[src/rtl/roulette_wheel.sv]
// Spin-result generator for the roulette game: animates a counting display, then draws
// an unbiased 1..MAX_NUM value from a free-running Galois LFSR by rejection sampling.
module roulette_wheel #(
  parameter int          MAX_NUM      = 31,
  parameter int          SPIN_STEPS   = 24,
  parameter int          STEP_DIV     = 2500000,
  parameter logic [15:0] SEED_DEFAULT = 16'hACE1
) (
  input  logic        clk,
  input  logic        rst,
  input  logic        spin,
  input  logic        seed_load,
  input  logic [15:0] seed,
  input  logic        result_ack,
  output logic        spinning,
  output logic [4:0]  display_num,
  output logic        result_valid,
  output logic [4:0]  result,
  output logic        parity,
  output logic [7:0]  spin_count,
  output logic [1:0]  dbg_state,
  output logic [15:0] dbg_lfsr
);

  // Handshake: result_valid rises when a value is drawn and stays high with result
  // stable until result_ack is sampled high; result_valid drops on the following cycle.

  localparam int DIV_W  = (STEP_DIV   > 1) ? $clog2(STEP_DIV)   : 1;
  localparam int STEP_W = (SPIN_STEPS > 1) ? $clog2(SPIN_STEPS) : 1;
  localparam logic [DIV_W-1:0]  DIV_LAST  = DIV_W'(STEP_DIV - 1);
  localparam logic [STEP_W-1:0] STEP_LAST = STEP_W'(SPIN_STEPS - 1);
  localparam logic [4:0]        MAX_5     = 5'(MAX_NUM);

  typedef enum logic [1:0] {IDLE, SPIN, SETTLE, HOLD} state_t;

  state_t              state, state_next;
  logic [15:0]         lfsr, lfsr_next;
  logic                spin_q, spin_edge;
  logic [DIV_W-1:0]    div_cnt;
  logic [STEP_W-1:0]   step_cnt;
  logic                div_last, step_last;
  logic [4:0]          r;
  logic                r_ok;

  assign spin_edge = spin & ~spin_q;
  assign div_last  = (div_cnt == DIV_LAST);
  assign step_last = (step_cnt == STEP_LAST);
  assign r         = lfsr[4:0];
  assign r_ok      = (r != 5'd0) && (r <= MAX_5);
  assign lfsr_next = lfsr[0] ? ((lfsr >> 1) ^ 16'hB400) : (lfsr >> 1);
  assign dbg_state = state;
  assign dbg_lfsr  = lfsr;

  always_ff @(posedge clk or posedge rst) begin
    if (rst) state <= IDLE;
    else     state <= state_next;
  end

  always_comb begin
    state_next = state;
    spinning   = 1'b0;
    case (state)
      IDLE:   if (spin_edge) state_next = SPIN;
      SPIN: begin
        spinning = 1'b1;
        if (div_last && step_last) state_next = SETTLE;
      end
      SETTLE: begin
        spinning = 1'b1;
        if (r_ok) state_next = HOLD;
      end
      HOLD:   if (result_ack) state_next = IDLE;
      default: state_next = IDLE;
    endcase
  end

  always_ff @(posedge clk or posedge rst) begin
    if (rst) begin
      lfsr         <= SEED_DEFAULT;
      spin_q       <= 1'b1;
      div_cnt      <= '0;
      step_cnt     <= '0;
      display_num  <= 5'd1;
      result_valid <= 1'b0;
      result       <= 5'd0;
      parity       <= 1'b0;
      spin_count   <= 8'd0;
    end else begin
      spin_q <= spin;
      // A zero seed would lock the LFSR at zero, so it is replaced by the default.
      if (state == IDLE && seed_load)
        lfsr <= (seed == 16'd0) ? SEED_DEFAULT : seed;
      else
        lfsr <= lfsr_next;

      case (state)
        IDLE: begin
          if (spin_edge) begin
            div_cnt  <= '0;
            step_cnt <= '0;
          end
        end
        SPIN: begin
          if (div_last) begin
            div_cnt     <= '0;
            step_cnt    <= step_cnt + STEP_W'(1);
            display_num <= (display_num >= MAX_5) ? 5'd1 : display_num + 5'd1;
          end else begin
            div_cnt <= div_cnt + DIV_W'(1);
          end
        end
        SETTLE: begin
          if (r_ok) begin
            result       <= r;
            display_num  <= r;
            parity       <= r[0];
            result_valid <= 1'b1;
            if (spin_count != 8'hFF) spin_count <= spin_count + 8'd1;
          end
        end
        HOLD: begin
          if (result_ack) result_valid <= 1'b0;
        end
        default: ;
      endcase
    end
  end

endmodule
[config.mk]
export PLATFORM = sky130hd
export DESIGN_NAME = roulette_wheel
export DESIGN_NICKNAME = d
export VERILOG_FILES = /design/src/rtl/roulette_wheel.sv
export SDC_FILE = /design/constraint.sdc
export NUM_CORES = 1
export LEC_CHECK = 0
export CAP_MARGIN = 25
export CORE_UTILIZATION = 45
export CTS_CLUSTER_SIZE = 25
export DETAILED_ROUTE_END_ITERATION = 8
export PLACE_DENSITY = 0.7
export SKIP_LAST_GASP = 1
export SLEW_MARGIN = 20
export SYNTH_ARGS = -nofsm -noshare
export SYNTH_HDL_FRONTEND = slang
export SYNTH_SLANG_ARGS = --single-unit
[constraint.sdc]
create_clock -name clk -period 2.7 [get_ports clk]
set_input_delay 0.27 -clock clk [delete_from_list [all_inputs] [get_ports clk]]
set_output_delay 0.27 -clock clk [all_outputs]
set_load 0.05 [all_outputs]
==> results of run 1 <==
kinds of logic after synthesis:
group,after synthesis
compound gates,83
xor+xnor,10
fa+ha+maj,9
buf+inv,26
flops,65
mux,12
simple gates,144
metal layers:
layer / track usage / wire, um / vias up
li1: - / - / 1420
met3: 0.0382 / 381 / 15
met4: 0.113 / 143 / 0
met5: 0 / 0 / -
met1: 0.285 / 3670 / 1498
met2: 0.406 / 4190 / 90
placed cells by master, fill, tap and decap left out, drive strengths merged, types with 10 or more instances in the layout:
cell type / count
nor2: 15
clkbuf: 13
nand2: 58
buf: 11
clkdlybuf4s50: 59
nand3: 19
a21oi: 14
a31oi: 25
o21ai: 15
dfrtp: 55
dfstp: 10
critical path, delay by kind of cell (launching register included):
kind | cells | cell delay, ns
AOI/OAI and AO/OA | 1 | 0.16
DFF | 1 | 0.46
muxes | 1 | 0.36
and+or+nand+nor | 3 | 1.36
power breakdown:
group	internal [mW]	switching (mW)
Sequential	0.975	0.000182
Clock	0.475	0.378
Combinational	0.0301	0.0297
Total	1.48	0.408
stage by stage:
step,instances,util,hold slack (ns)
finish,517,0.594,0.339
global route,517,0.594,0.354
detailed placement,501,0.567,0.484
floorplan,349,-,0.274
CTS,517,0.594,0.328
global placement,501,0.567,0.471
final timing paths:
kind                            start  cells past startpoint            end  slack [ns]
max                        div_cnt[5]                      5   dbg_state[1]        0.25
min                              spin                      1         spin_q        0.34
max reg2reg                div_cnt[5]                      5   dbg_state[1]        0.25
min reg2reg                 result[2]                      1      result[2]        0.49
max in group asynchronous         rst                      3     div_cnt[3]        1.63
min in group asynchronous         rst                      2  spin_count[3]        0.39
area by class of cell:
cell class | instances | area, um^2 | share of cell area
well taps | 99 | 124 | 0.0287
inverters | 9 | 33.8 | 0.00784
repair buffers | 70 | 673 | 0.156
flip-flops and latches | 65 | 1640 | 0.380
multi-input cells | 258 | 1640 | 0.381
clock inverters | 3 | 40.0 | 0.00929
clock buffers | 13 | 159 | 0.0369
sequential cells by signal, indices dropped and copies added (netlist names):
register,count
result_valid,1
step_cnt,5
spin_count,8
dbg_state,2
spin_q,1
result,5
div_cnt,22
dbg_lfsr,16
display_num,5
==> flow_metrics.py, run 1 <==
metrics = {
    "cts": {
        "cts_tree": "yes",
        "cts_buffers": 9,
        "cts_sinks": 65,
        "cts-root-buf": "clkbuf_8",
        "clk_latency_ns": 0.36,
        "clockBufferDepth": 2,
        "cts_hold_buf": 0,
        "cts-resized-gates": 0,
        "h-tree-depth": 3,
        "clk_pin_slew_ns": 0.07,
        "cts_setup_buffers": 0,
    },
    "yosys": {
        "yosysSeqAreaShare": 0.484,
        "syn_area_um2": 3380,
        "synth_xor_area_frac": 0.0259,
        "synth_area_leaders": "dfrtp_1 41%, dfstp_2 7.8%, nand2_1 6.4%",
        "synthSimpleGateAreaFrac": 0.220,
        "synth.most_common_cell": "nand2_1",
        "synth_mux_area_frac": 0.0418,
        "synth_common_cells": "58 x nand2_1, 55 x dfrtp_1, 25 x a31oi_1",
        "synth_top_family_by_area": "simple AND/OR/NAND/NOR gates",
        "synthAdderAreaFrac": 0.0333,
        "synth_top_area_cell": "dfrtp_1",
        "syn-instance-count": 349,
        "ys_seq_elements": 65,
        "synthFlopType": "dfrtp_1",
        "yosysWarnings": 0,
        "syn_nets": 379,
        "async_flop_share": 1.00,
        "syn_avg_cell_area_um2": 9.69,
        "synth_compound_area_frac": 0.164,
        "synth_edf_count": 0,
        "synth_cell_types": 54,
        "synth_top_area_frac": 0.407,
    },
    "setup_path": {
        "cp_data_required_time_ns": 2.94,
        "crit_type": "reg -> reg",
        "max_stage_delay_ns": 0.57,
        "worstPathMaxFanout": 8,
        "critPathCaptureType": "flip-flop",
        "crit_chain": "or4_4 > nor4_4 > a21boi_2 > nor3_1 > mux2_1",
        "start_kind": "flip-flop",
        "worst_path_max_delay_cell": "or4_4",
        "arrival_ns": 2.69,
    },
    "detailed_routing": {
        "antenna_left": 0,
        "route.detailed.drc": 0,
        "routed_via_density": 5.85,
        "routedWlPerCell_um": 16.2,
        "drt_pass1_iterations": 4,
        "drtIter0Drc": 148,
        "wl_mm": 8.38,
        "num_vias": 3023,
    },
    "global_routing": {
        "grt_use_total": 0.234,
        "grt_pass1_vias": 2918,
        "antenna_found_initial": 0,
        "grt_first_pass_wirelength_mm": 13.9,
        "grt_max_degree": 41,
        "overflow": 0,
    },
    "floorplan": {
        "ios": 60,
        "rows": 31,
        "die_w_um": 88.7,
        "core_area_um2": 7250,
        "start_util": 0.466,
        "fp.dieH_um": 88.7,
        "dieArea_um2": 7870,
    },
    "timing": {
        "max_freq_mhz": 407,
        "clock-skew-final_ns": 0.00648,
        "fin_crit_sh": 0.909,
        "fin_tns_setup_ns": 0,
        "drv_slew": 0,
        "rsz0062_at_grt": "no",
        "setup_slack_ns": 0.246,
        "worst_slew_pin_slew_ns": 0.819,
        "period_needed_ns": 2.45,
        "relSlewSlack": 0.453,
        "hold_violations": 0,
        "setup_viol": 0,
    },
    "place": {
        "post-place-ws_ns": 0.285,
        "post-dp-hpwl_mm": 5.96,
        "io_buffers": 59,
        "placed_cell_area_um2": 4110,
        "place_congestion": 0.873,
    },
    "layout": {
        "area_growth_pct": 27.4,
        "layout.nets": 443,
        "nFillCells": 643,
        "diodes": 0,
        "design_area_um2": 4310,
        "layout-drive-gt1-share": 0.117,
    },
    "pwr": {
        "power.leakage_nw": 1.92,
        "p_total_mw": 1.89,
        "p_per_area_nw_per_um2": 438,
        "ir_worst_vdd_v": 0.000271,
    },
    "run_status": {
        "status": "finished, final reports clean",
    },
    "flow_run": {
        "cap_viol_max_count": 0,
    },
    "worst_hold_path": {
        "hold_class": "in -> reg",
    },
}
Note: power is estimated with default switching activity, not from simulation.
==> run 2, diff against run 1 <==
Settings changed: CELL_PAD_IN_SITES_DETAIL_PLACEMENT set to 1, CELL_PAD_IN_SITES_GLOBAL_PLACEMENT set to 1, CORE_UTILIZATION 45 to 40, PLACE_DENSITY 0.7 to 0.79.
==> run 2 against run 1 <==
Clock power is 1% lower. Largest power group unchanged. Sequential power hardly changed. Highest routed layer unchanged. Via count is 0.83% lower. Non-clock buffer count is 2 lower.
==> flow_metrics.py, run 2 (same netlist as run 1, synthesis figures left out) <==
metrics = {
    "pwr": {
        "power.leakage_nw": 1.91,
        "comb_power_share": 0.032,
        "p_total_mw": 1.88,
        "p_int_mw": 1.48,
        "ir_worst_vdd_v": 0.000205,
        "seqPwrFrac": 0.520,
        "p_sw_mw": 0.402,
        "p_per_area_nw_per_um2": 435,
        "clkPwrFrac": 0.448,
        "switching_share": 0.214,
    },
    "setup_path": {
        "crit_type": "reg -> reg",
        "start_kind": "flip-flop",
        "cp_data_required_time_ns": 2.93,
        "critPathCaptureType": "flip-flop",
        "reg2regPathDepth": 5,
        "arrival_ns": 2.67,
        "worstPathMaxFanout": 8,
    },
    "layout": {
        "largest_reg_flops": 22,
        "nFillCells": 932,
        "diodes": 0,
        "layout.nets": 441,
        "area_growth_pct": 27.4,
        "layout_commonest_cell": "clkdlybuf4s50_1",
        "layout-drive-gt1-share": 0.113,
        "design_area_um2": 4310,
        "top_register": "div_cnt",
        "mostFrequentLayoutCells": "59 x clkdlybuf4s50_1, 58 x nand2_1, 55 x dfrtp_1",
    },
    "cts": {
        "cts_buffers": 9,
        "h-tree-depth": 3,
        "clk_pin_slew_ns": 0.07,
        "cts_sinks": 65,
        "cts_hold_buf": 0,
        "cts-resized-gates": 0,
        "cts_tree": "yes",
        "clk_latency_ns": 0.34,
        "clockBufferDepth": 2,
        "cts_setup_buffers": 0,
        "cts-root-buf": "clkbuf_8",
    },
    "timing": {
        "fin_tns_setup_ns": 0,
        "hold_violations": 0,
        "worst_slew_pin_slew_ns": 0.738,
        "drv_slew": 0,
        "max_freq_mhz": 410,
        "setup_slack_ns": 0.261,
        "rsz0062_at_grt": "no",
        "period_needed_ns": 2.44,
        "hold_ws_ns": 0.301,
        "relSlewSlack": 0.505,
        "setup_viol": 0,
        "clock-skew-final_ns": 0.00530,
        "fin_crit_sh": 0.903,
    },
    "flow_run": {
        "cap_viol_max_count": 0,
    },
    "detailed_routing": {
        "wl_mm": 9.17,
        "antenna_left": 0,
        "route.detailed.drc": 0,
        "routedWlPerCell_um": 17.6,
        "drt_pass1_iterations": 4,
        "num_vias": 2998,
        "routed_via_density": 5.77,
        "drtIter0Drc": 72,
    },
    "global_routing": {
        "overflow": 0,
        "grt_first_pass_wirelength_mm": 15.8,
        "grt_max_degree": 66,
        "grt_use_total": 0.233,
        "grt_pass1_vias": 3087,
        "antenna_found_initial": 0,
    },
    "place": {
        "placed_cell_area_um2": 4120,
        "io_buffers": 59,
        "post-place-ws_ns": 0.272,
        "post-dp-hpwl_mm": 6.61,
        "place_congestion": 0.842,
    },
    "floorplan": {
        "dieArea_um2": 8830,
        "rows": 33,
        "fp.dieH_um": 94.0,
        "ios": 60,
        "core_area_um2": 8220,
        "die_w_um": 94.0,
        "start_util": 0.412,
    },
    "worst_hold_path": {
        "hold_class": "in -> async",
    },
    "run_status": {
        "status": "finished, final reports clean",
    },
}
-- run 2: cell types whose count changed in the layout (fill, tap and decap cells not counted) --
cell      change
buf_4         -3
buf_12        +1
clkbuf_1      -1
-- run 2: final timing paths --
kind,slack [ns],end,startpoint
worst max-delay path,0.26,display_num[1],div_cnt[5]
worst min-delay path,0.30,spin_count[3],rst
worst max register to register,0.26,display_num[1],div_cnt[5]
worst min register to register,0.50,dbg_lfsr[4],dbg_lfsr[5]
max in group asynchronous,2.05,dbg_lfsr[6],rst
min in group clk,0.36,spin_q,spin
-- run 2: layer usage --
layer	GRT usage	vias to the layer above	wire length (um)
li1	-	1415	-
met1	0.289	1517	4090
met2	0.415	56	4690
met3	0.0372	10	280
met4	0.0692	0	109
met5	0	-	0
-- run 2: power groups by stage --
stage	registers (mW)	clock network [mW]	logic (mW)
after CTS	0.975	0.863	0.0629
final	0.976	0.841	0.0603
after floorplan	0.994	0	0.0167
after detailed placement	0.994	0	0.0623
after global placement	0.994	0	0.0611
after global routing	0.975	0.909	0.0671
-- run 2: critical path: stages, from the launching register on --
cell and delay, ns:
dfrtp_1 0.46, or4_4 0.57, nor4_4 0.40, a21boi_2 0.16, or3_4 0.43, mux2_4 0.31
-- run 2: layout make-up --
class | instances | area, um^2 | share of cell area
Multi-Input combinational cell | 258 | 1640 | 0.381
Sequential cell | 65 | 1640 | 0.380
Timing Repair Buffer | 68 | 671 | 0.156
Clock buffer | 12 | 155 | 0.0360
Tap cell | 105 | 131 | 0.0305
Clock inverter | 3 | 40.0 | 0.00929
Inverter | 9 | 33.8 | 0.00784
-- run 2: through the flow --
step	instances	util
6_report	520	0.525
5_1_grt	520	0.525
4_1_cts	520	0.525
3_5_place_dp	505	0.501
3_3_place_gp	505	0.501
2_1_floorplan	349	-
==> run 3, diff against run 2 <==
Settings changed: CORE_MARGIN set to 2, CTS_CLUSTER_DIAMETER set to 120.
==> run 3 against run 2 <==
Global-route usage down 0.87 points. Die area up 4.3%. Worst setup slack worse by 0.025 ns. Via count up 0.77%. Flip-flop and latch count unchanged. Combinational power about the same. Design area up 0.20%. Maximum frequency down 1.0%. First-iteration DRC count down 2.8%. Final cell count up 0.38%. Core utilization up 0.11 points. Non-clock buffer count up 1. Largest power group unchanged. Highest routed layer unchanged.
==> flow_metrics.py, run 3 (same netlist as run 1, synthesis figures left out) <==
metrics = {
    "global_routing": {
        "grt_use_total": 0.225,
        "met2_usage": 0.401,
        "grt_first_pass_wirelength_mm": 15.9,
        "grt_busiest_layer": "met2",
        "grt_util_met1": 0.273,
        "grt_use_met3": 0.0321,
        "grt_pass1_vias": 3185,
        "overflow": 0,
        "antenna_found_initial": 0,
        "grt_max_degree": 66,
    },
    "timing": {
        "setup_viol": 0,
        "hold_violations": 0,
        "fin_crit_sh": 0.913,
        "rsz0062_at_grt": "no",
        "drv_slew": 0,
        "worst_slew_pin_slew_ns": 0.758,
        "relSlewSlack": 0.491,
        "setup_slack_ns": 0.236,
        "fin_tns_setup_ns": 0,
        "period_needed_ns": 2.46,
        "max_freq_mhz": 406,
        "clock-skew-final_ns": 0.0105,
    },
    "cts": {
        "cts_buffers": 9,
        "cts-root-buf": "clkbuf_8",
        "h-tree-depth": 3,
        "cts_sinks": 65,
        "cts_tree": "yes",
        "clk_latency_ns": 0.35,
        "cts_setup_buffers": 0,
        "clk_pin_slew_ns": 0.08,
        "cts_hold_buf": 0,
        "cts-resized-gates": 0,
        "clockBufferDepth": 2,
    },
    "layout": {
        "area_growth_pct": 27.7,
        "top_register": "div_cnt",
        "layout.nets": 442,
        "mostFrequentLayoutCells": "59 x clkdlybuf4s50_1, 58 x nand2_1, 55 x dfrtp_1",
        "final_util": 0.526,
        "nFillCells": 948,
        "layout_commonest_cell": "clkdlybuf4s50_1",
        "diodes": 0,
        "largest_reg_flops": 22,
        "finalNonFillerCells": 522,
        "layout-drive-gt1-share": 0.118,
    },
    "setup_path": {
        "critPathCaptureType": "flip-flop",
        "worst_path_max_delay_cell": "or4_4",
        "worstPathMaxFanout": 8,
        "max_stage_delay_ns": 0.57,
        "start_kind": "flip-flop",
        "reg2regPathDepth": 5,
        "cp_data_required_time_ns": 2.93,
        "crit_type": "reg -> reg",
        "reg2reg_slack_ns": 0.24,
        "timing.rr.end": "dbg_state[1]",
        "arrival_ns": 2.69,
        "crit_chain": "or4_4 > nor4_4 > a21boi_2 > nor3_1 > mux2_1",
        "r2r_start": "div_cnt[5]",
    },
    "floorplan": {
        "ios": 60,
        "die_w_um": 96.0,
        "fp.dieH_um": 96.0,
        "start_util": 0.412,
        "dieArea_um2": 9210,
        "rows": 33,
        "core_area_um2": 8220,
    },
    "pwr": {
        "p_total_mw": 1.88,
        "p_per_area_nw_per_um2": 434,
        "power.leakage_nw": 1.91,
        "ir_worst_vdd_v": 0.000201,
    },
    "detailed_routing": {
        "route.detailed.drc": 0,
        "antenna_left": 0,
        "wl_mm": 9.34,
        "drt_pass1_iterations": 4,
        "routed_via_density": 5.79,
        "num_vias": 3021,
        "routedWlPerCell_um": 17.9,
        "drtIter0Drc": 70,
    },
    "place": {
        "post-dp-hpwl_mm": 6.82,
        "dp.cells": 506,
        "io_buffers": 59,
        "post-place-ws_ns": 0.238,
        "place_congestion": 0.818,
    },
    "run_status": {
        "status": "finished, final reports clean",
    },
    "flow_run": {
        "cap_viol_max_count": 0,
    },
    "worst_hold_path": {
        "hold_class": "in -> async",
    },
}
[run 3: metrics by stage]
stage | hold slack, ns | cell area [um^2]
2_1_floorplan | 0.274 | 3380
3_5_place_dp | 0.480 | 4120
3_3_place_gp | 0.477 | 4120
4_1_cts | 0.315 | 4320
6_report | 0.314 | 4320
5_1_grt | 0.341 | 4320
[run 3: worst max-delay path, delay by kind of cell, from the launching register on]
kind	cells	cell delay, ns
and+or+nand+nor	3	1.35
DFF	1	0.46
muxes	1	0.38
AOI/OAI and AO/OA	1	0.16
[run 3: routing by layer]
| metal | part of all wire | vias up |
|---|---|---|
| li1 | - | 1418 |
| met1 | 0.44 | 1529 |
| met2 | 0.52 | 56 |
| met3 | 0.025 | 18 |
| met4 | 0.021 | 0 |
| met5 | 0 | - |
[run 3: layout make-up]
class | instances | area [um^2] | area share
clock buffers | 11 | 141 | 0.0327
clock inverters | 5 | 55.1 | 0.0127
inverters | 9 | 33.8 | 0.00782
multi-input cells | 258 | 1640 | 0.380
flip-flops and latches | 65 | 1640 | 0.379
well taps | 105 | 131 | 0.0304
repair buffers | 69 | 678 | 0.157
[run 3: how the worst max path moves through the flow]
stage,startpoint,endpoint,slack [ns],cells after the start
after floorplan,div_cnt[5],display_num[1],0.40,5
after global placement,div_cnt[5],display_num[1],0.31,5
after detailed placement,div_cnt[5],dbg_state[1],0.24,5
after CTS,div_cnt[5],dbg_state[1],0.24,5
after global routing,div_cnt[5],dbg_state[1],0.06,5
final,div_cnt[5],dbg_state[1],0.24,5
[run 3: where the power goes]
group | internal, mW | switching, mW | total, mW
registers | 0.975 | 0.000181 | 0.975
clock network | 0.449 | 0.391 | 0.840
logic | 0.0303 | 0.0298 | 0.0600
total | 1.45 | 0.421 | 1.88
